$ cat src/rtl/i2c_target_pkg.sv
// ----------------------------------------------------------------------------
// i2c_target_pkg
// Shared types and constants for the I2C target register controller.
//   ADDR_W_DEF : default register address width (16-byte register file)
//   state_e    : I2C transaction state (IDLE / PTR / DATA)
//   grant_e    : arbiter grant owner (I2C side / host side)
// ----------------------------------------------------------------------------
package i2c_target_pkg;

   localparam int ADDR_W_DEF = 4;

   typedef enum logic [1:0] {
      ST_IDLE = 2'd0,
      ST_PTR  = 2'd1,
      ST_DATA = 2'd2
   } state_e;

   typedef enum logic {
      GNT_I2C  = 1'b0,
      GNT_HOST = 1'b1
   } grant_e;

endpackage

$ cat src/rtl/i2c_reg_arbiter.sv
// ----------------------------------------------------------------------------
// i2c_reg_arbiter
// Two-requester round-robin arbiter for the single register-file port.
// The last winner is registered; on a tie the other requester wins. After
// reset the last winner is the host, so the I2C side takes the first tie.
//   CLK, RESET_n       : clock, async active-low reset
//   req_i2c, req_host  : requests (I2C write/prefetch, local host)
//   gnt_i2c, gnt_host  : one-hot (or zero) combinational grants
// ----------------------------------------------------------------------------
module i2c_reg_arbiter
   import i2c_target_pkg::*;
(
   input  logic CLK,
   input  logic RESET_n,
   input  logic req_i2c,
   input  logic req_host,
   output logic gnt_i2c,
   output logic gnt_host
);

   grant_e last_q;

   always_comb begin
      gnt_i2c  = req_i2c && (!req_host || (last_q == GNT_HOST));
      gnt_host = req_host && !gnt_i2c;
   end

   always_ff @(posedge CLK or negedge RESET_n) begin
      if (!RESET_n)      last_q <= GNT_HOST;
      else if (gnt_i2c)  last_q <= GNT_I2C;
      else if (gnt_host) last_q <= GNT_HOST;
   end

endmodule

$ cat src/rtl/i2c_target_reg_ctrl.sv
// ----------------------------------------------------------------------------
// i2c_target_reg_ctrl
// Register-file back end for an I2C target. The first byte after an address
// match sets the register pointer, later bytes are written through a
// one-entry write buffer. Reads are served from a one-entry prefetch buffer.
// A local host shares the single register-file port via round-robin.
//
// Optional feature: define I2C_TARGET_AUTOINC_EN to advance the pointer after
// every I2C write commit and every accepted ACC_RD. Without it the pointer
// only changes on the pointer byte.
//
// Ports:
//   CLK, RESET_n            : clock, async active-low reset
//   ACC_START               : address-match pulse, restarts the transaction
//   ACC_WR / ACC_WDATA      : received byte strobe and data
//   ACC_RD                  : I2C IF consumed ACC_RDATA
//   ACC_RDATA / FIFO_EMPTY  : prefetched byte and its (inverted) valid
//   FIFO_FULL               : write buffer occupied
//   HOST_REQ/WE/ADDR/WDATA  : host access request, held until HOST_GNT
//   HOST_GNT / HOST_RDATA   : completion pulse and read data
// ----------------------------------------------------------------------------
module i2c_target_reg_ctrl
   import i2c_target_pkg::*;
#(
   parameter int ADDR_W = ADDR_W_DEF
)(
   input  logic              CLK,
   input  logic              RESET_n,
   input  logic              ACC_START,
   input  logic              ACC_WR,
   input  logic [7:0]        ACC_WDATA,
   input  logic              ACC_RD,
   output logic [7:0]        ACC_RDATA,
   output logic              FIFO_EMPTY,
   output logic              FIFO_FULL,
   input  logic              HOST_REQ,
   input  logic              HOST_WE,
   input  logic [ADDR_W-1:0] HOST_ADDR,
   input  logic [7:0]        HOST_WDATA,
   output logic              HOST_GNT,
   output logic [7:0]        HOST_RDATA
);

   localparam int DEPTH = 2**ADDR_W;

   logic [DEPTH-1:0][7:0] regs_q;

   state_e            state_q, state_d;
   logic              ptr_load, wbuf_load;
   logic [ADDR_W-1:0] ptr_q;
   logic              ptr_vld_q;

   logic              wbuf_vld_q;
   logic [7:0]        wbuf_data_q;
   logic [ADDR_W-1:0] wbuf_addr_q;

   logic              rbuf_vld_q;
   logic [7:0]        rbuf_data_q;
   logic [ADDR_W-1:0] rbuf_addr_q;

   logic              host_gnt_q;
   logic [7:0]        host_rdata_q;

   logic              pf_req, i2c_req, host_req;
   logic              gnt_i2c, gnt_host;
   logic              wr_commit, pf_gnt, host_wr, host_rd;
   logic              wr_en;
   logic [ADDR_W-1:0] wr_addr, rd_addr;
   logic [7:0]        wr_data, rd_data;
   logic              rd_accept, rbuf_inval;

   // ---------------- transaction FSM ----------------
   always_ff @(posedge CLK or negedge RESET_n) begin
      if (!RESET_n) state_q <= ST_IDLE;
      else          state_q <= state_d;
   end

   // ACC_START overrides everything, including a coincident ACC_WR.
   always_comb begin
      state_d   = state_q;
      ptr_load  = 1'b0;
      wbuf_load = 1'b0;
      if (ACC_START) begin
         state_d = ST_PTR;
      end else begin
         case (state_q)
            ST_PTR: begin
               if (ACC_WR) begin
                  ptr_load = 1'b1;
                  state_d  = ST_DATA;
               end
            end
            ST_DATA: begin
               // a byte arriving while the buffer is still full is dropped
               if (ACC_WR && !wbuf_vld_q) wbuf_load = 1'b1;
            end
            default: ;
         endcase
      end
   end

   // ---------------- arbitration ----------------
   // Prefetch waits for a pending write so it never returns pre-write data.
   assign pf_req   = !rbuf_vld_q && !wbuf_vld_q &&
                     ((state_q != ST_IDLE) || ptr_vld_q);
   assign i2c_req  = wbuf_vld_q || pf_req;
   // Host still holds REQ during its GNT cycle; do not grant it twice.
   assign host_req = HOST_REQ && !host_gnt_q;

   i2c_reg_arbiter u_arb (
      .CLK      (CLK),
      .RESET_n  (RESET_n),
      .req_i2c  (i2c_req),
      .req_host (host_req),
      .gnt_i2c  (gnt_i2c),
      .gnt_host (gnt_host)
   );

   assign wr_commit = gnt_i2c && wbuf_vld_q;
   assign pf_gnt    = gnt_i2c && !wbuf_vld_q;
   assign host_wr   = gnt_host && HOST_WE;
   assign host_rd   = gnt_host && !HOST_WE;

   assign wr_en   = wr_commit || host_wr;
   assign wr_addr = wr_commit ? wbuf_addr_q : HOST_ADDR;
   assign wr_data = wr_commit ? wbuf_data_q : HOST_WDATA;
   assign rd_addr = pf_gnt ? ptr_q : HOST_ADDR;
   assign rd_data = regs_q[rd_addr];

   assign rd_accept  = ACC_RD && rbuf_vld_q;
   // Invalidation beats a same-cycle prefetch grant; that grant is wasted.
   assign rbuf_inval = ACC_START || ptr_load || rd_accept ||
                       (wr_en && rbuf_vld_q && (wr_addr == rbuf_addr_q));

   // ---------------- register file ----------------
   always_ff @(posedge CLK or negedge RESET_n) begin
      if (!RESET_n)   regs_q          <= '0;
      else if (wr_en) regs_q[wr_addr] <= wr_data;
   end

   // ---------------- pointer ----------------
   always_ff @(posedge CLK or negedge RESET_n) begin
      if (!RESET_n) begin
         ptr_q     <= '0;
         ptr_vld_q <= 1'b0;
      end else if (ptr_load) begin
         ptr_q     <= ACC_WDATA[ADDR_W-1:0];
         ptr_vld_q <= 1'b1;
      end
`ifdef I2C_TARGET_AUTOINC_EN
      else begin
         // natural wrap at 2**ADDR_W-1 -> 0
         ptr_q <= ptr_q + ADDR_W'(wr_commit) + ADDR_W'(rd_accept);
      end
`endif
   end

   // ---------------- write buffer ----------------
   always_ff @(posedge CLK or negedge RESET_n) begin
      if (!RESET_n) begin
         wbuf_vld_q  <= 1'b0;
         wbuf_data_q <= '0;
         wbuf_addr_q <= '0;
      end else if (wbuf_load) begin
         wbuf_vld_q  <= 1'b1;
         wbuf_data_q <= ACC_WDATA;
         wbuf_addr_q <= ptr_q;
      end else if (wr_commit) begin
         wbuf_vld_q  <= 1'b0;
      end
   end

   // ---------------- read (prefetch) buffer ----------------
   always_ff @(posedge CLK or negedge RESET_n) begin
      if (!RESET_n) begin
         rbuf_vld_q  <= 1'b0;
         rbuf_data_q <= '0;
         rbuf_addr_q <= '0;
      end else if (rbuf_inval) begin
         rbuf_vld_q  <= 1'b0;
      end else if (pf_gnt) begin
         rbuf_vld_q  <= 1'b1;
         rbuf_data_q <= rd_data;
         rbuf_addr_q <= ptr_q;
      end
   end

   // ---------------- host response ----------------
   always_ff @(posedge CLK or negedge RESET_n) begin
      if (!RESET_n) begin
         host_gnt_q   <= 1'b0;
         host_rdata_q <= '0;
      end else begin
         host_gnt_q <= gnt_host;
         if (host_rd) host_rdata_q <= rd_data;
      end
   end

   assign ACC_RDATA  = rbuf_data_q;
   assign FIFO_EMPTY = !rbuf_vld_q;
   assign FIFO_FULL  = wbuf_vld_q;
   assign HOST_GNT   = host_gnt_q;
   assign HOST_RDATA = host_rdata_q;

endmodule

$ cat config.mk
export PLATFORM = sky130hd
export DESIGN_NAME = i2c_target_reg_ctrl
export DESIGN_NICKNAME = d
export VERILOG_FILES = /design/src/rtl/i2c_target_pkg.sv /design/src/rtl/i2c_reg_arbiter.sv /design/src/rtl/i2c_target_reg_ctrl.sv
export SDC_FILE = /design/constraint.sdc
export NUM_CORES = 1
export LEC_CHECK = 0
export ABC_AREA = 1
export ABC_CLOCK_PERIOD_IN_PS = 2570
export CAP_MARGIN = 30
export CORE_MARGIN = 5
export CORE_UTILIZATION = 35
export CTS_BUF_LIST = sky130_fd_sc_hd__clkbuf_8
export CTS_CLUSTER_DIAMETER = 40
export CTS_CLUSTER_SIZE = 30
export DETAILED_ROUTE_END_ITERATION = 7
export SLEW_MARGIN = 10
export SYNTH_ARGS = -nofsm -noshare
export SYNTH_HDL_FRONTEND = slang
export SYNTH_SLANG_ARGS = --single-unit
$ cat constraint.sdc
create_clock -name CLK -period 2.57 [get_ports CLK]
set_input_delay 0.3855 -clock CLK [delete_from_list [all_inputs] [get_ports CLK]]
set_output_delay 0.3855 -clock CLK [all_outputs]
set_load 0.01 [all_outputs]
==> results.cfg, run 1 <==
[pwr]
vdd_ir_drop_max_uv = 511
power_w = 0.0108
p_leak_nw = 4.76
power.density_nw_per_um2 = 1070

[critical_path]
cp_cell_sequence = inv_1, nand4_4, buf_12, inv_1, nand2_1, o21ai_1, inv_1, nand3_1, nand2_1, nand2_1, nand2_1
arrival_ns = 2.56
rrSetupSlack_ns = 0.37
path_class = reg2reg
max_stage_delay_ns = 0.45
path_common_cell = nand2_1
startpoint_type = flop
worst_r2r_endpoint = HOST_RDATA[7]
ff2ff_path_depth = 11
slowest_stage = dfrtp_1
r2r_start = rbuf_vld_q
required_ns = 2.93
critPathMaxFanout = 8
timing.critical_path.to_type = flop

[final_layout]
nets = 1155
area_growth_pct = 19.6
fill_cells = 2459
final_cells = 1465
mostFrequentLayoutCells = nand2_1, dfrtp_1, inv_1
diodes = 0
stdcell_area_um2 = 10100
layout-drive-gt1-share = 0.119
final_core_utilization = 0.421
final_common_cell = nand2_1

[clocking]
cts_tree = built
postCtsResizedCells = 0
cts-root-buf = clkbuf_8
cts_buffers = 17
cts_buffer_depth = 2
cts.sinks = 171
clock_latency_ns = 0.47
h-tree-depth = 4
clkTransAtPathRegs_ns = 0.10

[synth]
synth_area_um2 = 8470
synth_seq_cells = 171
synth_edf_count = 0
synth_nets = 1089
seq_area_frac_synth = 0.506
syn_area_per_cell_um2 = 7.97
synth.distinct_cells = 30
async_flop_share = 1.00
synthesis.instances = 1062
ys_dominant_reg_cell = dfrtp_1
synth-warning-count = 0

[sta]
fmax_mhz = 455
hold_viol_final = 0
tns_ns = 0
finalSetupViolCount = 0
maxSlewViolCount = 0
slew_headroom = 0.549
worst_pin_slew_ns = 0.677
period_needed_ns = 2.20
period_share = 0.856
finalClockSkew_ns = 0.0159
rsz0062_at_grt = false

[drt]
wl_per_cell_um = 15.7
detail-route-antenna-nets = 0
vias = 6964
firstDrtPassIters = 5
wl_um = 23000
viasPerCell = 4.75
initialDrtViolationCount = 532
detail_route.drc_violations = 0

[die]
core-area_um2 = 24000
die-area_um2 = 27400
die_y_um = 166
rows = 57
die_x_um = 166
num_io_pins = 46
start_util = 0.352

[global_routing]
grt-ovfl-total = 0
grt_antenna_before_repair = 0
grt_max_degree = 69
grt_pass1_wl_um = 37500
track_usage = 0.178
grt_pass1_vias = 6803

[run_status]
status = finished, final reports clean

[placement]
dpl_cell_area_um2 = 9680
port_buffers = 45
place.gp.congestion = 0.824
placed_cells = 1432
dp_hpwl_um = 15800

[flow_run]
drv_cap = 0

[min_path]
hold_class = in2async
-- how the worst max path moves through the flow --
stage / start / endpoint / slack, ns
final: rbuf_vld_q / HOST_RDATA[7] / 0.37
after global routing: u_arb.last_q / ACC_RDATA[5] / 0.16
after CTS: u_arb.last_q / ACC_RDATA[0] / 0.38
after detailed placement: HOST_REQ / regs_q[47] / 0.02
after global placement: HOST_REQ / regs_q[107] / 0.07
after floorplan: u_arb.last_q / regs_q[120] / 0.70
-- cell families after synthesis --
group | Yosys count | synth area share
simple gates | 522 | 0.283
mux | 8 | 0.0106
buf+inv | 203 | 0.103
compound gates | 154 | 0.0944
flops | 171 | 0.506
xor+xnor | 4 | 0.00414
-- stage by stage --
stage | hold WS [ns] | setup slack, ns
after floorplan | 0.0899 | 0.696
after global placement | 0.450 | 0.0744
after CTS | 0.484 | 0.375
after global routing | 0.496 | 0.163
after detailed placement | 0.449 | 0.0220
final | 0.477 | 0.371
-- synthesized netlist by cell type, drive strengths merged (3+ instances only) --
cell	n	area share
inv	154	0.068
nand3	138	0.090
o21ai	150	0.092
xnor2	4	0.0041
dfrtp	170	0.50
clkbuf	5	0.0022
buf	44	0.032
a21oi	3	0.0018
mux2	8	0.011
nand4	4	0.0047
nor2	24	0.025
nand2	354	0.16
-- routing by layer --
layer  track usage  wire length [um]  vias to the layer above
met5             0                 0                        -
met4        0.0581               451                        0
met3        0.0365              1230                       28
met2         0.272             10400                      180
met1         0.255             11000                     3302
li1              -                 -                     3454
-- report_power, final --
group / switching (W) / internal [W] / total [W]
clock: 0.00106 / 0.00105 / 0.00211
sequential: 0.000380 / 0.00374 / 0.00412
combinational: 0.00285 / 0.00175 / 0.00460
-- layout make-up --
| cell class | instances | area, um2 | share of cell area |
|---|---|---|---|
| repair buffers | 96 | 1100 | 0.109 |
| multi-input cells | 688 | 3330 | 0.329 |
| well taps | 324 | 405 | 0.0400 |
| clock buffers | 20 | 275 | 0.0272 |
| flip-flops and latches | 171 | 4280 | 0.423 |
| clock inverters | 12 | 163 | 0.0161 |
| inverters | 154 | 578 | 0.0571 |
-- worst max-delay path, delay by kind of cell, from the launching register on --
family / cells / cell delay [ns]
AOI/OAI and AO/OA: 1 / 0.19
buffers and inverters: 4 / 0.75
DFF: 1 / 0.45
and+or+nand+nor: 6 / 0.71
-- sequential cells by signal, summed over array words and instances, names as in the netlist, 2 cells and up --
name and flops:
wbuf_addr_q 4, ACC_RDATA 8, HOST_RDATA 8, wbuf_data_q 8
regs_q 128, rbuf_addr_q 4, state_q 2, ptr_q 4
-- what timing repair did --
item / 4_1_cts / 5_1_grt
hold buffers: 1 / 0
endpoints found under the hold margin: 63 / 0
buffers inserted: 0 / 0
Note: power is estimated with default switching activity, not from simulation.
==> run 2, diff against run 1 <==
Settings changed: SKIP_LAST_GASP from default to 1.
==> results of run 2 <==
No change in the layout: final DEF, timing and power equal those of run 1.
